**src/rtl/mem_arbiter.sv**
```systemverilog
// mem_arbiter: two-requester round-robin arbiter with bus lock for the sim memory data port.
// Define MEM_ARB_FIXED_PRIO_EN to make m0 always win conflicts in the ARB state.
module mem_arbiter #(
    parameter int RD_LAT = 2
) (
    input  logic        clk,
    input  logic        rst_n,
    input  logic        m0_req,
    input  logic        m0_lock,
    input  logic [3:0]  m0_wen,
    input  logic [31:0] m0_addr,
    input  logic [31:0] m0_wdata,
    output logic        m0_gnt,
    output logic        m0_rvalid,
    output logic [31:0] m0_rdata,
    input  logic        m1_req,
    input  logic        m1_lock,
    input  logic [3:0]  m1_wen,
    input  logic [31:0] m1_addr,
    input  logic [31:0] m1_wdata,
    output logic        m1_gnt,
    output logic        m1_rvalid,
    output logic [31:0] m1_rdata,
    output logic [31:0] mem_raddr,
    output logic [3:0]  mem_wen,
    output logic [31:0] mem_waddr,
    output logic [31:0] mem_wdata,
    input  logic [31:0] mem_rdata
);
    typedef enum logic [1:0] {ARB, LOCK0, LOCK1} state_t;
    state_t state_q, state_d;
`ifndef MEM_ARB_FIXED_PRIO_EN
    logic prio_q, prio_d;
`endif
    logic [RD_LAT-1:0] tv_q, tv_d, ti_q, ti_d;
    logic arb0, any_gnt, sel_lock;
    logic [3:0] sel_wen;
    logic [31:0] sel_addr, sel_wdata;

    always_comb begin
`ifdef MEM_ARB_FIXED_PRIO_EN
        arb0 = m0_req;
`else
        arb0 = m0_req && (!m1_req || !prio_q);
`endif
        // gnt is gated by rst_n so nothing is accepted while reset is held
        m0_gnt = rst_n && (state_q == LOCK0 ? m0_req : (state_q == ARB && arb0));
        m1_gnt = rst_n && (state_q == LOCK1 ? m1_req : (state_q == ARB && m1_req && !arb0));
        any_gnt = m0_gnt || m1_gnt;
        sel_addr = m1_gnt ? m1_addr : m0_addr;
        sel_wdata = m1_gnt ? m1_wdata : m0_wdata;
        sel_wen = m1_gnt ? m1_wen : m0_wen;
        sel_lock = m1_gnt ? m1_lock : m0_lock;
        mem_raddr = any_gnt ? sel_addr : '0;
        mem_waddr = any_gnt ? sel_addr : '0;
        mem_wdata = any_gnt ? sel_wdata : '0;
        mem_wen = any_gnt ? sel_wen : '0;
        state_d = state_q;
        if (any_gnt && state_q == ARB && sel_lock)
            state_d = m1_gnt ? LOCK1 : LOCK0;
        else if (any_gnt && state_q != ARB && !sel_lock)
            state_d = ARB;
`ifndef MEM_ARB_FIXED_PRIO_EN
        prio_d = (state_q == ARB && any_gnt) ? m0_gnt : prio_q;
`endif
        tv_d = {tv_q[RD_LAT-2:0], any_gnt && sel_wen == 4'd0};
        ti_d = {ti_q[RD_LAT-2:0], m1_gnt};
        m0_rvalid = tv_q[RD_LAT-1] && !ti_q[RD_LAT-1];
        m1_rvalid = tv_q[RD_LAT-1] && ti_q[RD_LAT-1];
        m0_rdata = m0_rvalid ? mem_rdata : '0;
        m1_rdata = m1_rvalid ? mem_rdata : '0;
    end

    always_ff @(posedge clk or negedge rst_n) begin
        if (!rst_n) begin
            state_q <= ARB;
`ifndef MEM_ARB_FIXED_PRIO_EN
            prio_q <= 1'b0;
`endif
            tv_q <= '0;
            ti_q <= '0;
        end else begin
            state_q <= state_d;
`ifndef MEM_ARB_FIXED_PRIO_EN
            prio_q <= prio_d;
`endif
            tv_q <= tv_d;
            ti_q <= ti_d;
        end
    end
endmodule

```
**config.mk**
```make
export PLATFORM = sky130hd
export DESIGN_NAME = mem_arbiter
export DESIGN_NICKNAME = d
export VERILOG_FILES = /design/src/rtl/mem_arbiter.sv
export SDC_FILE = /design/constraint.sdc
export NUM_CORES = 1
export LEC_CHECK = 0
export ABC_AREA = 1
export CAP_MARGIN = 20
export CELL_PAD_IN_SITES_DETAIL_PLACEMENT = 0
export CELL_PAD_IN_SITES_GLOBAL_PLACEMENT = 1
export CORE_AREA = 2 2 131 133
export DETAILED_ROUTE_END_ITERATION = 7
export DIE_AREA = 0 0 133 135
export DONT_BUFFER_PORTS = 1
export PLACE_DENSITY = 0.48
export SLEW_MARGIN = 20
export SYNTH_ARGS = -nofsm -noshare
export SYNTH_HDL_FRONTEND = slang
export SYNTH_SLANG_ARGS = --single-unit
```
**constraint.sdc**
```tcl
create_clock -name clk -period 2.4 [get_ports clk]
set_input_delay 0.36 -clock clk [delete_from_list [all_inputs] [get_ports clk]]
set_output_delay 0.36 -clock clk [all_outputs]
set_load 0.05 [all_outputs]
```
==> results by group <==
Setup path
  – Reg2Reg Depth: 8
  – Crit Path Max Fanout: 28
  – Reg-to-Reg Start: state_q[1]$_DFFE_PN0P_
  – R2R Path End: state_q[1]$_DFFE_PN0P_
  – Critical Path RT: 2040 ps
  – Crit path arrival time: 1840 ps
  – Crit path kind: flop to primary output
  – R2r setup slk: 890 ps
  – Setup crit end: mem_wdata[13]
  – Worst Setup SP: state_q[0]$_DFFE_PN0P_
  – Type of origin of the critical path: flop
  – Critical path endpoint category: primary output

Cells and area
  – Reg area: 175 sq um
  – Fin nets: 677
  – Final core occ: 22.0%
  – Layout cells sized above 1: 37.8%
  – Layout fillers: 1850
  – Multi-input logic area: 1350 sq um
  – Synthesis-to-layout area growth: 77.5%

Clocking
  – CTS H-tree lvls: 1
  – CTS root buffer: clkbuf_16
  – CTS tree: done
  – CTS sink count: 7
  – CTS Buffer Depth: 2
  – Setup Fix Bufs, Post-CTS: 0
  – Clock Latency Late Sink: 230 ps
  – Hold_buf cts: 1
  – Clock transition at path regs: 30 ps
  – CTS buffer count: 3
  – Post-CTS Resized: 0

Floorplanning
  – Full die area: 18000 sq um
  – Core ar.: 16400 sq um
  – Initial Util: 12.4%
  – Die Y: 135 um
  – Num rows: 47
  – Width of the die: 133 um
  – IO Pins: 342

Synth
  – Number of synthesized flops with an enable pin: 0
  – Synth warn: 0
  – Synth cell types: 18
  – Synthesized area: 2030 sq um
  – Seq/Total Area, Yosys: 8.61%
  – Net Count, Synth: 586
  – Area contributors post-synth: nor2_1 37%, o21ai_0 14%, buf_4 12%
  – Main synth FF type: dfrtp_1
  – Cells after Synth: 412
  – Syn Area/Cell: 4.94 sq um
  – Top cell type's share of synthesized area: 37.1%
  – Most instantiated cells after synthesis: 201 x nor2_1, 55 x o21ai_0, 43 x inv_1, 32 x buf_4, 19 x nand2_1
  – Post-synth ARST share: 100%
  – Most numerous cell in the Yosys netlist: nor2_1
  – Synth Register Bits: 7
  – Dominant cell type by area after synthesis: nor2_1

GRT
  – First-pass GRT wire length: 14700 um
  – Largest net degree at the start of global routing: 41
  – Grt ovf: 0
  – Number of global-route vias before repair: 2840
  – Antenna violations before repair: 1
  – Total track usage: 10.4%

Timing
  – Max-slew violations: 0
  – Fin crit period: 2200 ps
  – Unrepaired setup endpoints after global routing: false
  – Final worst path period share: 91.7%
  – Setup-failing EPs final: 0
  – Least-Margin Pin Slew: 650 ps
  – Skew final: 0.930 ps
  – Fin. Hold Viols: 0
  – Slew margin rel.: 56.5%
  – Setup TNS: 0 ps
  – Fmax: 0.454 GHz

Power and ir drop
  – Leak pwr: 1.82 nW
  – VDD IR-drop max: 0.435 mV
  – Pwr dens: 940 nW/um^2

Routing
  – Initial DRC count: 62
  – Via density: 4.03
  – ANT nets after route: 0
  – Via count: 2916
  – Drt total wl: 10400 um
  – Routed len/inst: 14.4 um
  – DRC violations left: 0
  – First-pass DRT Iterations: 6

Min path
  – Hold WC Path Type: input port to flop

Flow run
  – Max Cap Violations: 0

Placed design
  – Port Buf Inserts: 0
  – GP Congestion: 0.782
  – Post-DP HPWL: 9030 um

Run status
  – Status: finished clean
==> kinds of logic (layout without fill, tap and decap cells) <==
logic type | count (synthesis) | in the layout | synth area share, %
other | 0 | 1 | 0
AOI/OAI and AO/OA | 67 | 67 | 16.5
and+or+nand+nor | 232 | 232 | 45.8
DFF | 7 | 7 | 8.61
buffers and inverters | 106 | 196 | 29.2
==> sequential cells by signal, indices dropped and copies added, names as in the netlist <==
signal / count
tv_q: 2
state_q: 2
prio_q: 1
ti_q: 2
==> worst min path at each step <==
stage | from | endpoint | slack (ps) | cells after the start
global placement | rst_n | prio_q$_DFFE_PN0P_ | 70 | 0
detailed placement | rst_n | prio_q$_DFFE_PN0P_ | 70 | 0
floorplan | rst_n | prio_q$_DFFE_PN0P_ | 60 | 0
global route | rst_n | prio_q$_DFFE_PN0P_ | 340 | 2
finish | rst_n | prio_q$_DFFE_PN0P_ | 330 | 2
CTS | rst_n | prio_q$_DFFE_PN0P_ | 330 | 2
==> layout by cell type, fill, tap and decap left out <==
| cell | instances |
|---|---|
| nor2_1 | 168 |
| nand3_1 | 4 |
| diode_2 | 1 |
| clkbuf_16 | 3 |
| buf_4 | 107 |
| clkbuf_1 | 1 |
| nor2_8 | 1 |
| nand2_4 | 3 |
| dlygate4sd3_1 | 1 |
| nand3_2 | 1 |
| buf_12 | 37 |
| inv_2 | 4 |
| o21ai_0 | 55 |
| dfrtp_1 | 7 |
| nor2_2 | 34 |
| nand2_1 | 19 |
| inv_1 | 43 |
| o21ai_1 | 12 |
| nand3b_1 | 2 |
==> worst max-delay path, stage by stage (launching register included) <==
cell,delay (ps)
dfrtp_1,410
inv_2,100
nand2_4,70
nor2_8,110
nand2_4,80
buf_4,210
o21ai_0,320
nor2_1,100
buf_4,200
==> metrics by stage <==
stage,instances,instance area [sq um],total power [W],setup slack (ps),hold WS [ps]
floorplan,412,2110,0.00234,33.0,64.4
global placement,717,3520,0.00310,408,65.1
detailed placement,717,3520,0.00314,369,65.1
CTS,722,3610,0.00343,123,333
global route,723,3610,0.00358,57.9,342
finish,723,3610,0.00339,198,335
==> cell type report <==
class	instances	share of cell area, %
diodes	1	0.0693
clock buffers	4	2.18
inverters	47	4.89
multi-input cells	299	37.4
flip-flops and latches	7	4.85
well taps	220	7.62
repair buffers	145	43.0
==> metal layers <==
metal  up-vias  wire length (um)  global-route usage, %
met5         -                 0                      0
met4         0               342                   3.94
met3        16              1120                   2.93
met2       232              5830                   21.8
met1      1281              3110                   9.07
li1       1387                 -                      -
==> where the power goes <==
part | switching (W) | internal (W) | total, W
Clock | 0.0000567 | 0.000220 | 0.000277
Combinational | 0.00207 | 0.000866 | 0.00294
Sequential | 0.0000259 | 0.000151 | 0.000177
Power figures use the tool's default switching activity.
